File: src/rtl/pwm_capture_pkg.sv
// Shared definitions for the PWM capture block: FSM state encoding and the
// default minimum deadtime, also used by the PWM generator.
package pwm_capture_pkg;

   // Capture FSM phases, following the gate sequence high / deadtime / low / deadtime.
   typedef enum logic [2:0] {
      IDLE    = 3'd0,
      HIGH    = 3'd1,
      DT_FALL = 3'd2,
      LOW     = 3'd3,
      DT_RISE = 3'd4
   } pwm_state_e;

   // Minimum legal deadtime in clk cycles; the PWM generator inserts the same amount.
   localparam int PWM_MIN_DT = 5;

endpackage

File: src/rtl/pwm_capture_sat.sv
// Saturating up-counter. A clear restarts the count; a clear with enable
// restarts at 1 so the current cycle is included in the new count.
module sat_counter #(
   parameter int WIDTH = 8
) (
   input  logic             clk,
   input  logic             resetn,
   input  logic             clr_i,
   input  logic             en_i,
   output logic [WIDTH-1:0] cnt_o
);

   logic [WIDTH-1:0] cnt_q;
   logic [WIDTH-1:0] cnt_d;

   // Next count: restart on clear, otherwise count up and stick at all-ones.
   always_comb begin
      cnt_d = cnt_q;
      if (clr_i) begin
         cnt_d = en_i ? WIDTH'(1) : '0;
      end else if (en_i && (cnt_q != '1)) begin
         cnt_d = cnt_q + WIDTH'(1);
      end
   end

   // Count register.
   always_ff @(posedge clk or negedge resetn) begin
      if (!resetn) begin
         cnt_q <= '0;
      end else begin
         cnt_q <= cnt_d;
      end
   end

   assign cnt_o = cnt_q;

endmodule

File: src/rtl/pwm_capture.sv
// PWM capture: measures period, high time and both deadtimes of a
// complementary gate pair, and flags overlap, short deadtime and a stuck
// input. Measurements are published on each pwm_hi rise that closes a period.
module pwm_capture
   import pwm_capture_pkg::*;
#(
   parameter int CNT_WIDTH = 16,
   parameter int DT_WIDTH  = 4,
   parameter int MIN_DT    = PWM_MIN_DT
) (
   input  logic                 clk,
   input  logic                 resetn,
   input  logic                 pwm_hi,
   input  logic                 pwm_lo,
   input  logic                 clr_fault,
   output logic [CNT_WIDTH-1:0] period,
   output logic [CNT_WIDTH-1:0] high_time,
   output logic [DT_WIDTH-1:0]  dt_fall,
   output logic [DT_WIDTH-1:0]  dt_rise,
   output logic                 meas_valid,
   output logic                 overlap_fault,
   output logic                 dt_fault,
   output logic                 stuck,
   output pwm_state_e           fsm_state
);

   localparam logic [DT_WIDTH-1:0]  MIN_DT_V    = DT_WIDTH'(MIN_DT);
   // The period counter is declared stuck on the cycle it would reach all-ones.
   localparam logic [CNT_WIDTH-1:0] PER_PRE_MAX = {{(CNT_WIDTH-1){1'b1}}, 1'b0};

   // hi_d / lo_d are the one-cycle-delayed gate samples used for edge detection.
   logic hi_d;
   logic lo_d;

   pwm_state_e           state_q;
   pwm_state_e           state_d;
   logic [CNT_WIDTH-1:0] period_q;
   logic [CNT_WIDTH-1:0] high_time_q;
   logic [DT_WIDTH-1:0]  dt_fall_q;
   logic [DT_WIDTH-1:0]  dt_rise_q;
   logic                 meas_valid_q;
   logic                 overlap_fault_q;
   logic                 dt_fault_q;
   logic                 stuck_q;

   logic [CNT_WIDTH-1:0] per_cnt;
   logic [CNT_WIDTH-1:0] high_cnt;
   logic [DT_WIDTH-1:0]  dtf_cnt;
   logic [DT_WIDTH-1:0]  dtr_cnt;

   logic hi_rise;
   logic hi_fall;
   logic lo_rise;
   logic lo_fall;
   logic overlap;

   logic publish;
   logic restart;
   logic stuck_hit;
   logic dtf_done;
   logic dt_short;
   logic cnt_clr;
   logic per_en;
   logic high_en;
   logic dtf_en;
   logic dtr_en;

   assign hi_rise = pwm_hi & ~hi_d;
   assign hi_fall = ~pwm_hi & hi_d;
   assign lo_rise = pwm_lo & ~lo_d;
   assign lo_fall = ~pwm_lo & lo_d;
   assign overlap = pwm_hi & pwm_lo;

   // Next-state decode plus the per-cycle publish/restart/fault events.
   always_comb begin
      state_d   = state_q;
      publish   = 1'b0;
      restart   = 1'b0;
      stuck_hit = 1'b0;
      dtf_done  = 1'b0;
      if (overlap) begin
         state_d = IDLE;
      end else begin
         unique case (state_q)
            IDLE: begin
               if (hi_rise) begin
                  restart = 1'b1;
                  state_d = HIGH;
               end
            end
            HIGH: begin
               if (hi_fall) begin
                  // Low side rising in the same cycle means a zero deadtime.
                  if (pwm_lo) begin
                     dtf_done = 1'b1;
                     state_d  = LOW;
                  end else begin
                     state_d  = DT_FALL;
                  end
               end
            end
            DT_FALL: begin
               if (hi_rise) begin
                  // Zero-length low phase: dt_rise counter is still 0.
                  publish = 1'b1;
                  restart = 1'b1;
                  state_d = HIGH;
               end else if (lo_rise) begin
                  dtf_done = 1'b1;
                  state_d  = LOW;
               end
            end
            LOW: begin
               if (hi_rise) begin
                  // Low fell and high rose together: zero rising deadtime.
                  publish = 1'b1;
                  restart = 1'b1;
                  state_d = HIGH;
               end else if (lo_fall) begin
                  state_d = DT_RISE;
               end
            end
            DT_RISE: begin
               if (hi_rise) begin
                  publish = 1'b1;
                  restart = 1'b1;
                  state_d = HIGH;
               end
            end
            default: state_d = IDLE;
         endcase
         if ((state_q != IDLE) && !restart && (per_cnt == PER_PRE_MAX)) begin
            stuck_hit = 1'b1;
            state_d   = IDLE;
         end
      end
   end

   // Counter controls. Deadtime counters count both-low cycles, including the
   // edge cycle that enters the deadtime, so the count matches the gap length.
   always_comb begin
      cnt_clr  = restart | overlap | stuck_hit | (state_q == IDLE);
      per_en   = restart | ((state_q != IDLE) & ~overlap & ~stuck_hit);
      high_en  = per_en & pwm_hi;
      dtf_en   = ~pwm_hi & ~pwm_lo & ~stuck_hit &
                 ((state_q == HIGH) | (state_q == DT_FALL));
      dtr_en   = ~pwm_hi & ~pwm_lo & ~stuck_hit &
                 ((state_q == LOW) | (state_q == DT_RISE));
      dt_short = (dtf_done & (dtf_cnt < MIN_DT_V)) |
                 (publish & ((dtf_cnt < MIN_DT_V) | (dtr_cnt < MIN_DT_V)));
   end

   sat_counter #(.WIDTH(CNT_WIDTH)) u_period_cnt (
      .clk    (clk),
      .resetn (resetn),
      .clr_i  (cnt_clr),
      .en_i   (per_en),
      .cnt_o  (per_cnt)
   );

   sat_counter #(.WIDTH(CNT_WIDTH)) u_high_cnt (
      .clk    (clk),
      .resetn (resetn),
      .clr_i  (cnt_clr),
      .en_i   (high_en),
      .cnt_o  (high_cnt)
   );

   sat_counter #(.WIDTH(DT_WIDTH)) u_dtf_cnt (
      .clk    (clk),
      .resetn (resetn),
      .clr_i  (cnt_clr),
      .en_i   (dtf_en),
      .cnt_o  (dtf_cnt)
   );

   sat_counter #(.WIDTH(DT_WIDTH)) u_dtr_cnt (
      .clk    (clk),
      .resetn (resetn),
      .clr_i  (cnt_clr),
      .en_i   (dtr_en),
      .cnt_o  (dtr_cnt)
   );

   // FSM state, edge-detect samples, published measurements and sticky flags.
   always_ff @(posedge clk or negedge resetn) begin
      if (!resetn) begin
         state_q         <= IDLE;
         hi_d            <= 1'b0;
         lo_d            <= 1'b0;
         period_q        <= '0;
         high_time_q     <= '0;
         dt_fall_q       <= '0;
         dt_rise_q       <= '0;
         meas_valid_q    <= 1'b0;
         overlap_fault_q <= 1'b0;
         dt_fault_q      <= 1'b0;
         stuck_q         <= 1'b0;
      end else begin
         state_q      <= state_d;
         hi_d         <= pwm_hi;
         lo_d         <= pwm_lo;
         meas_valid_q <= publish;
         if (publish) begin
            period_q    <= per_cnt;
            high_time_q <= high_cnt;
            dt_fall_q   <= dtf_cnt;
            dt_rise_q   <= dtr_cnt;
         end
         // Set has priority over a same-cycle clear.
         overlap_fault_q <= overlap   | (overlap_fault_q & ~clr_fault);
         dt_fault_q      <= dt_short  | (dt_fault_q & ~clr_fault);
         stuck_q         <= stuck_hit | (stuck_q & ~clr_fault);
      end
   end

   assign period        = period_q;
   assign high_time     = high_time_q;
   assign dt_fall       = dt_fall_q;
   assign dt_rise       = dt_rise_q;
   assign meas_valid    = meas_valid_q;
   assign overlap_fault = overlap_fault_q;
   assign dt_fault      = dt_fault_q;
   assign stuck         = stuck_q;
   assign fsm_state     = state_q;

endmodule

File: config.mk
export PLATFORM = sky130hd
export DESIGN_NAME = pwm_capture
export DESIGN_NICKNAME = d
export VERILOG_FILES = /design/src/rtl/pwm_capture_pkg.sv /design/src/rtl/pwm_capture_sat.sv /design/src/rtl/pwm_capture.sv
export SDC_FILE = /design/constraint.sdc
export NUM_CORES = 1
export LEC_CHECK = 0
export CAP_MARGIN = 20
export CORE_MARGIN = 4
export CORE_UTILIZATION = 51
export CTS_CLUSTER_SIZE = 16
export DETAILED_ROUTE_END_ITERATION = 10
export PLACE_DENSITY_LB_ADDON = 0.25
export SLEW_MARGIN = 10
export SYNTH_ARGS = -nofsm -noshare
export SYNTH_HDL_FRONTEND = slang
export SYNTH_SLANG_ARGS = --single-unit
export TNS_END_PERCENT = 1
File: constraint.sdc
create_clock -name clk -period 2.3 [get_ports clk]
set_input_delay 0.46 -clock clk [delete_from_list [all_inputs] [get_ports clk]]
set_output_delay 0.46 -clock clk [all_outputs]
set_load 0.02 [all_outputs]
==> results of run 1 <==
[through the flow]
step	utilization [%]	hold slack, ns	cells	worst slack, ns	TNS (ns)
2_1_floorplan	-	0.164	437	0.0216	0
5_1_grt	67.3	0.0176	624	0.00765	0
4_1_cts	67.1	0.0219	624	0.0474	0
3_5_place_dp	64.1	0.417	609	-0.377	-7.56
6_report	67.3	0.0128	624	0.0451	0
3_3_place_gp	64.1	0.411	609	-0.337	-5.18
[layout make-up]
| class | instances | area [µm²] |
|---|---|---|
| Inverter | 25 | 93.8 |
| Tap cell | 105 | 131 |
| Clock buffer | 11 | 151 |
| Fill cell | 655 | 2730 |
| Sequential cell | 89 | 2230 |
| Timing Repair Buffer | 94 | 868 |
| Clock inverter | 4 | 98.8 |
| Multi-Input combinational cell | 296 | 2040 |
[synthesized netlist by cell type, drive strengths merged (2+ instances only)]
| cell type | n | share of area [%] |
|---|---|---|
| or2 | 5 | 0.70 |
| mux2i | 8 | 1.8 |
| nor3b | 2 | 0.34 |
| or4b | 2 | 0.45 |
| a211oi | 4 | 0.68 |
| a211o | 3 | 0.59 |
| nand3 | 23 | 2.6 |
| nor2b | 3 | 0.42 |
| nor2 | 13 | 1.1 |
| nor4b | 2 | 0.39 |
| buf | 8 | 0.84 |
| and3 | 4 | 0.56 |
| or3 | 9 | 1.3 |
| a21oi | 29 | 3.3 |
| nor3 | 5 | 0.68 |
| a2111oi | 2 | 0.42 |
| or4 | 19 | 3.2 |
| nand2b | 3 | 0.42 |
| clkbuf | 19 | 1.6 |
| dfrtp | 89 | 50 |
| nand4 | 13 | 1.8 |
| xnor2 | 4 | 0.79 |
| mux2 | 31 | 7.8 |
| ha | 7 | 2.0 |
| and4 | 2 | 0.39 |
| o21ai | 22 | 2.5 |
| o311ai | 2 | 0.39 |
| o211ai | 2 | 0.34 |
| inv | 25 | 2.1 |
| nor4 | 10 | 1.4 |
| nand2 | 34 | 2.9 |
| o31ai | 16 | 2.7 |
[flip-flops by register name (all words and copies together), names as in the netlist]
signal              cells
high_time              16
period                 16
u_high_cnt.cnt_o       16
u_period_cnt.cnt_o     16
dt_fall                 4
dt_rise                 4
u_dtf_cnt.cnt_o         4
u_dtr_cnt.cnt_o         4
fsm_state               3
dt_fault                1
hi_d                    1
lo_d                    1
meas_valid              1
overlap_fault           1
stuck                   1
[worst max path at each step]
stage / to / slack (ns) / startpoint
5_1_grt: u_high_cnt.cnt_o[14] / 0.008 / pwm_hi
6_report: u_high_cnt.cnt_o[14] / 0.05 / pwm_hi
2_1_floorplan: u_dtr_cnt.cnt_o[1] / 0.02 / u_period_cnt.cnt_o[0]
3_5_place_dp: u_high_cnt.cnt_o[14] / -0.38 / pwm_hi
4_1_cts: u_dtr_cnt.cnt_o[0] / 0.05 / u_period_cnt.cnt_o[0]
3_3_place_gp: u_high_cnt.cnt_o[14] / -0.34 / pwm_hi
[where the power goes]
group          internal [W]  total, W  switching [W]  leakage (nW)
registers           0.00169   0.00179      0.0000979          1.22
logic              0.000521   0.00122       0.000698          1.04
clock network      0.000780   0.00134       0.000559         0.126
total               0.00299   0.00434        0.00135          2.39
[routing by layer]
| layer | up-vias | part of all wire, % | wire length [µm] |
|---|---|---|---|
| li1 | 1777 | - | - |
| met5 | - | 0 | 0 |
| met1 | 1840 | 46 | 4930 |
| met2 | 158 | 46 | 4880 |
| met3 | 13 | 6.9 | 742 |
| met4 | 0 | 1.4 | 155 |
[cells by family (layout without fill, tap and decap cells)]
group / Yosys count / after routing / share of synthesized area (%)
fa+ha+maj: 7 / 7 / 1.97
mux: 39 / 39 / 9.65
xor+xnor: 5 / 5 / 0.984
buf+inv: 52 / 134 / 4.58
compound gates: 92 / 92 / 13.3
flops: 89 / 89 / 50.1
simple gates: 153 / 153 / 19.4
[timing repair]
item	CTS	global route
setup endpoints to repair	1	13
gates resized for setup	1	4
pin swaps	0	2
[layout by cell type (no fill, tap or decap), types with 3 or more instances in the layout]
| cell type | Yosys | final |
|---|---|---|
| nand2b_1 | 3 | 3 |
| nand2_1 | 34 | 34 |
| buf_4 | 0 | 41 |
| nor3_1 | 4 | 4 |
| buf_12 | 0 | 3 |
| a211oi_1 | 4 | 4 |
| or4_1 | 19 | 17 |
| xnor2_1 | 4 | 4 |
| nand4_1 | 13 | 13 |
| mux2i_1 | 8 | 8 |
| nor4_1 | 10 | 8 |
| ha_1 | 7 | 7 |
| a21oi_1 | 29 | 29 |
| nor2b_1 | 3 | 3 |
| clkdlybuf4s50_1 | 0 | 50 |
| o31ai_1 | 16 | 16 |
| or3_1 | 9 | 9 |
| and3_1 | 4 | 4 |
| inv_1 | 25 | 24 |
| clkbuf_8 | 0 | 11 |
| mux2_2 | 31 | 31 |
| or2_2 | 4 | 4 |
| o21ai_0 | 22 | 22 |
| bufinv_16 | 0 | 3 |
| dfrtp_1 | 89 | 89 |
| nor2_1 | 13 | 13 |
| nand3_1 | 23 | 23 |
==> results.toml, run 1 <==
[logic_synthesis]
async_flop_share_pct = 100
syn_avg_cell_area_um2 = 10.2
syn-instance-count = 437
yosysUniqueCellTypes = 55
synth-seq-cells = 89
netlist_area_um2 = 4450
ys_warn_count = 0
ys.flop_type = "dfrtp_1"
synth_edf_count = 0
ys_seq_area_share_pct = 50.1
syn_nets = 449

[placement]
io_buffers = 51
hpwl_mm = 7.63
place_area_um2 = 5350
gp_congestion = 0.927

[critical_path]
r2r-end = "u_dtr_cnt.cnt_o[0]"
max_stage_delay_ns = 0.56
path_buf_inv = 2
crit_family = "simple AND/OR/NAND/NOR gates"
cp.depth = 6
r2r_setup_slack_ns = 0.12
worstPathRequired_ns = 2.58
worstSetupPathType = "primary input to flop"
cp_data_arrival_time_ns = 2.53
endpoint_kind = "flop"
critPathMaxFanout = 6
slowest_stage = "or4_4"
timing.rr.start = "u_period_cnt.cnt_o[0]"
reg2regPathDepth = 7
path_cells = "clkdlybuf4s50_1 -> inv_1 -> a211o_1 -> or4_4 -> or4b_4 -> mux2i_1"
critPathLaunchType = "primary input"

[timing]
worst_slew_margin_rel_pct = 60.4
finalHoldViolations = 0
rsz0062_at_grt = "yes"
worst_pin_slew_ns = 0.586
fin_crit_sh_pct = 98.0
fmax_mhz = 443
slew_viol_final = 0
setup_viol = 0
post-route-min-period_ns = 2.25
finalClockSkew_ns = 0.0109

[global_routing]
grt_remaining_overflow = 0
grt_pass1_wl_mm = 18.2
grt_usage_pct = 22.4
grt_max_degree = 39
antenna_found_initial = 0
grtUsageMet2_pct = 33.2
met3_usage_pct = 5.44
grtUsageMet1_pct = 32.7
grt_pass1_vias = 3660
grt-busiest-layer = "met2"

[pwr]
p_leak_nw = 2.39
ir_worst_vdd_mv = 0.540
p_per_area_nw_per_um2 = 774
fin_total_pwr_w = 0.00434

[clock_network]
cts_setup_buffers = 0
holdBufCountCts = 0
clock_path_buffers = 2
cts_buffers = 9
cts_tree = "done"
path_clk_slew_ns = 0.09
cts_sinks = 89
cts.htree.levels = 3
clk-insertion-delay-late_ns = 0.36
cts-root-buf = "clkbuf_8"

[routing]
firstDrtPassIters = 4
drt_iter0_drc = 236
drt-total-wl_mm = 10.7
wl_per_cell_um = 17.2
postRouteAntennaNets = 0
drc = 0
vias_per_cell = 6.07
dr_total_vias = 3788

[outcome]
status = "completed"

[layout]
fin_area_um2 = 5610
fin_nets = 527
area_growth_pct = 26.2
antenna_cells = 0
drive_gt1_share_pct = 20.2

[floorplan]
pin_count = 52
coreArea_um2 = 8340
die_area_um2 = 10300
die_h_um = 101
rows = 33
initial_core_util_pct = 53.3
die_x_um = 101

[min_path]
hp-class = "primary input to async pin"

[run]
max-cap-violations = 0
(Power assumes the default switching activity.)
==> run 2: changes to the inputs <==
--- a/config.mk
+++ b/config.mk
@@ -11,7 +11,6 @@
 export CTS_CLUSTER_SIZE = 16
 export DETAILED_ROUTE_END_ITERATION = 10
 export PLACE_DENSITY_LB_ADDON = 0.25
-export SLEW_MARGIN = 10
 export SYNTH_ARGS = -nofsm -noshare
 export SYNTH_HDL_FRONTEND = slang
 export SYNTH_SLANG_ARGS = --single-unit
==> results of run 2 <==
No change in the layout: final DEF, timing and power equal those of run 1.
==> run 3: changes to the inputs <==
==> constraint.sdc (replaced) <==
create_clock -name clk -period 2.3 [get_ports clk]
set_input_delay 0.23 -clock clk [delete_from_list [all_inputs] [get_ports clk]]
set_output_delay 0.23 -clock clk [all_outputs]
set_load 0.02 [all_outputs]
==> run 3 against run 2 <==
Against the previous run:
- die area is the same
- critical path depth is 1 lower
- non-clock buffer count unchanged
- combinational power about the same
- utilization did not move
- clock skew up 0.0064 ns
- via count fell by 1.3%
- first-iteration DRC count decreased by 4.7%
- worst hold slack better by 0.38 ns
- clock power about the same
- maximum frequency increased by 0.76%
- flip-flop and latch count is the same
==> results.toml, run 3 (same netlist as run 1, synthesis figures left out) <==
[outcome]
status = "completed"

[floorplan]
die_h_um = 101
coreArea_um2 = 8340
rows = 33
die_x_um = 101
die_area_um2 = 10300
pin_count = 52
initial_core_util_pct = 53.3

[critical_path]
critPathMaxFanout = 6
worstPathRequired_ns = 2.56
cp_data_arrival_time_ns = 2.49
critPathLaunchType = "flop"
worstSetupPathType = "flop to flop"
endpoint_kind = "flop"
max_stage_delay_ns = 0.61
path_cells = "nor3_2 -> a211o_1 -> or4_1 -> or4b_1 -> mux2i_1"
slowest_stage = "or4_1"

[global_routing]
grtUsageMet1_pct = 30.9
grt-busiest-layer = "met2"
grt_max_degree = 47
met3_usage_pct = 3.79
grt_usage_pct = 21.4
grt_remaining_overflow = 0
grtUsageMet2_pct = 32.6
grt_pass1_wl_mm = 17.6
grt_pass1_vias = 3720
antenna_found_initial = 0

[pwr]
sw_frac_of_total_pct = 32.2
p_int_w = 0.00296
p_per_area_nw_per_um2 = 778
power_frac_clock_pct = 30.3
p_seq_share_pct = 41.1
p_leak_nw = 2.38
p_comb_share_pct = 28.5
ir_worst_vdd_mv = 0.441
netSwitchingPower_w = 0.00141

[clock_network]
cts_tree = "done"
cts-root-buf = "clkbuf_8"
path_clk_slew_ns = 0.10
cts_sinks = 89
clock_path_buffers = 2
clk-insertion-delay-late_ns = 0.36
cts_buffers = 9
cts.htree.levels = 3

[placement]
gp_congestion = 0.946
io_buffers = 51
dp_slack_ns = -0.135
hpwl_mm = 7.38
placed_cells = 602

[routing]
wl_per_cell_um = 16.7
vias_per_cell = 5.98
drc = 0
firstDrtPassIters = 4
postRouteAntennaNets = 0
dr_total_vias = 3737
drt-total-wl_mm = 10.4
drt_iter0_drc = 225

[layout]
final_cell_mix = "dfrtp_1 (88), clkdlybuf4s50_1 (50), buf_4 (40)"
antenna_cells = 0
area_growth_pct = 26.2
fin_nets = 527
final_common_cell = "dfrtp_1"
stdcell_count = 625
drive_gt1_share_pct = 20.2

[timing]
post-route-min-period_ns = 2.24
fin_ws_ns = 0.0622
slew_viol_final = 0
finalHoldViolations = 0
setup_viol = 0
finalClockSkew_ns = 0.0173
worst_slew_margin_rel_pct = 60.3
worst_pin_slew_ns = 0.587
fin_crit_sh_pct = 97.3
fmax_mhz = 447

[min_path]
hp-class = "primary input to async pin"

[run]
max-cap-violations = 0
run 3: layout make-up:
cell class,count,area [µm²]
Clock inverter,7,124
Multi-Input combinational cell,296,2040
Clock buffer,9,124
Tap cell,105,131
Inverter,25,93.8
Sequential cell,89,2230
Timing Repair Buffer,94,871
Fill cell,650,2730
run 3: worst paths after layout:
check                              from  cells past startpoint               endpoint  slack [ns]
setup reg to reg           fsm_state[1]                      5   u_high_cnt.cnt_o[14]        0.06
min in group clk             dt_fall[0]                      2             dt_fall[0]        0.49
max in group asynchronous        resetn                      3  u_period_cnt.cnt_o[0]        1.27
hold reg to reg              dt_fall[0]                      2             dt_fall[0]        0.49
hold / removal                   resetn                      2             dt_fall[0]        0.40
setup / recovery           fsm_state[1]                      5   u_high_cnt.cnt_o[14]        0.06
run 3: layer usage:
layer	part of all wire (%)	routed length, µm
met5	0	0
met4	1.7	175
met3	4.5	472
met2	47	4860
met1	47	4940
run 3: power groups by stage:
stage | Clock (W) | Combinational (W) | Sequential (W)
floorplan | 0 | 0.000540 | 0.00192
global placement | 0 | 0.00116 | 0.00182
detailed placement | 0 | 0.00119 | 0.00182
CTS | 0.00134 | 0.00120 | 0.00179
global route | 0.00141 | 0.00136 | 0.00182
finish | 0.00132 | 0.00125 | 0.00180
run 3: critical path: cells and delay by family, from the launching register on:
family / cells / cell delay (ns)
and+or+nand+nor: 3 / 1.21
DFF: 1 / 0.47
AOI/OAI and AO/OA: 1 / 0.32
muxes: 1 / 0.14
run 3: through the flow:
stage	cell area (µm²)	utilization [%]	hold slack [ns]	total power [W]	setup TNS [ns]
after floorplan	4450	-	-0.0656	0.00246	0
after global placement	5290	63.5	0.259	0.00297	-0.0992
after detailed placement	5290	63.5	0.261	0.00301	-0.263
after CTS	5550	66.5	0.416	0.00433	0
after global routing	5610	67.3	0.444	0.00458	-0.0238
final	5610	67.3	0.395	0.00437	0
run 3: timing repair:
action,4_1_cts,5_1_grt
endpoints found under the hold margin,43,0
setup buffers,0,6
resized for setup,0,6
endpoints found under the setup margin,0,27
hold buffers,1,0
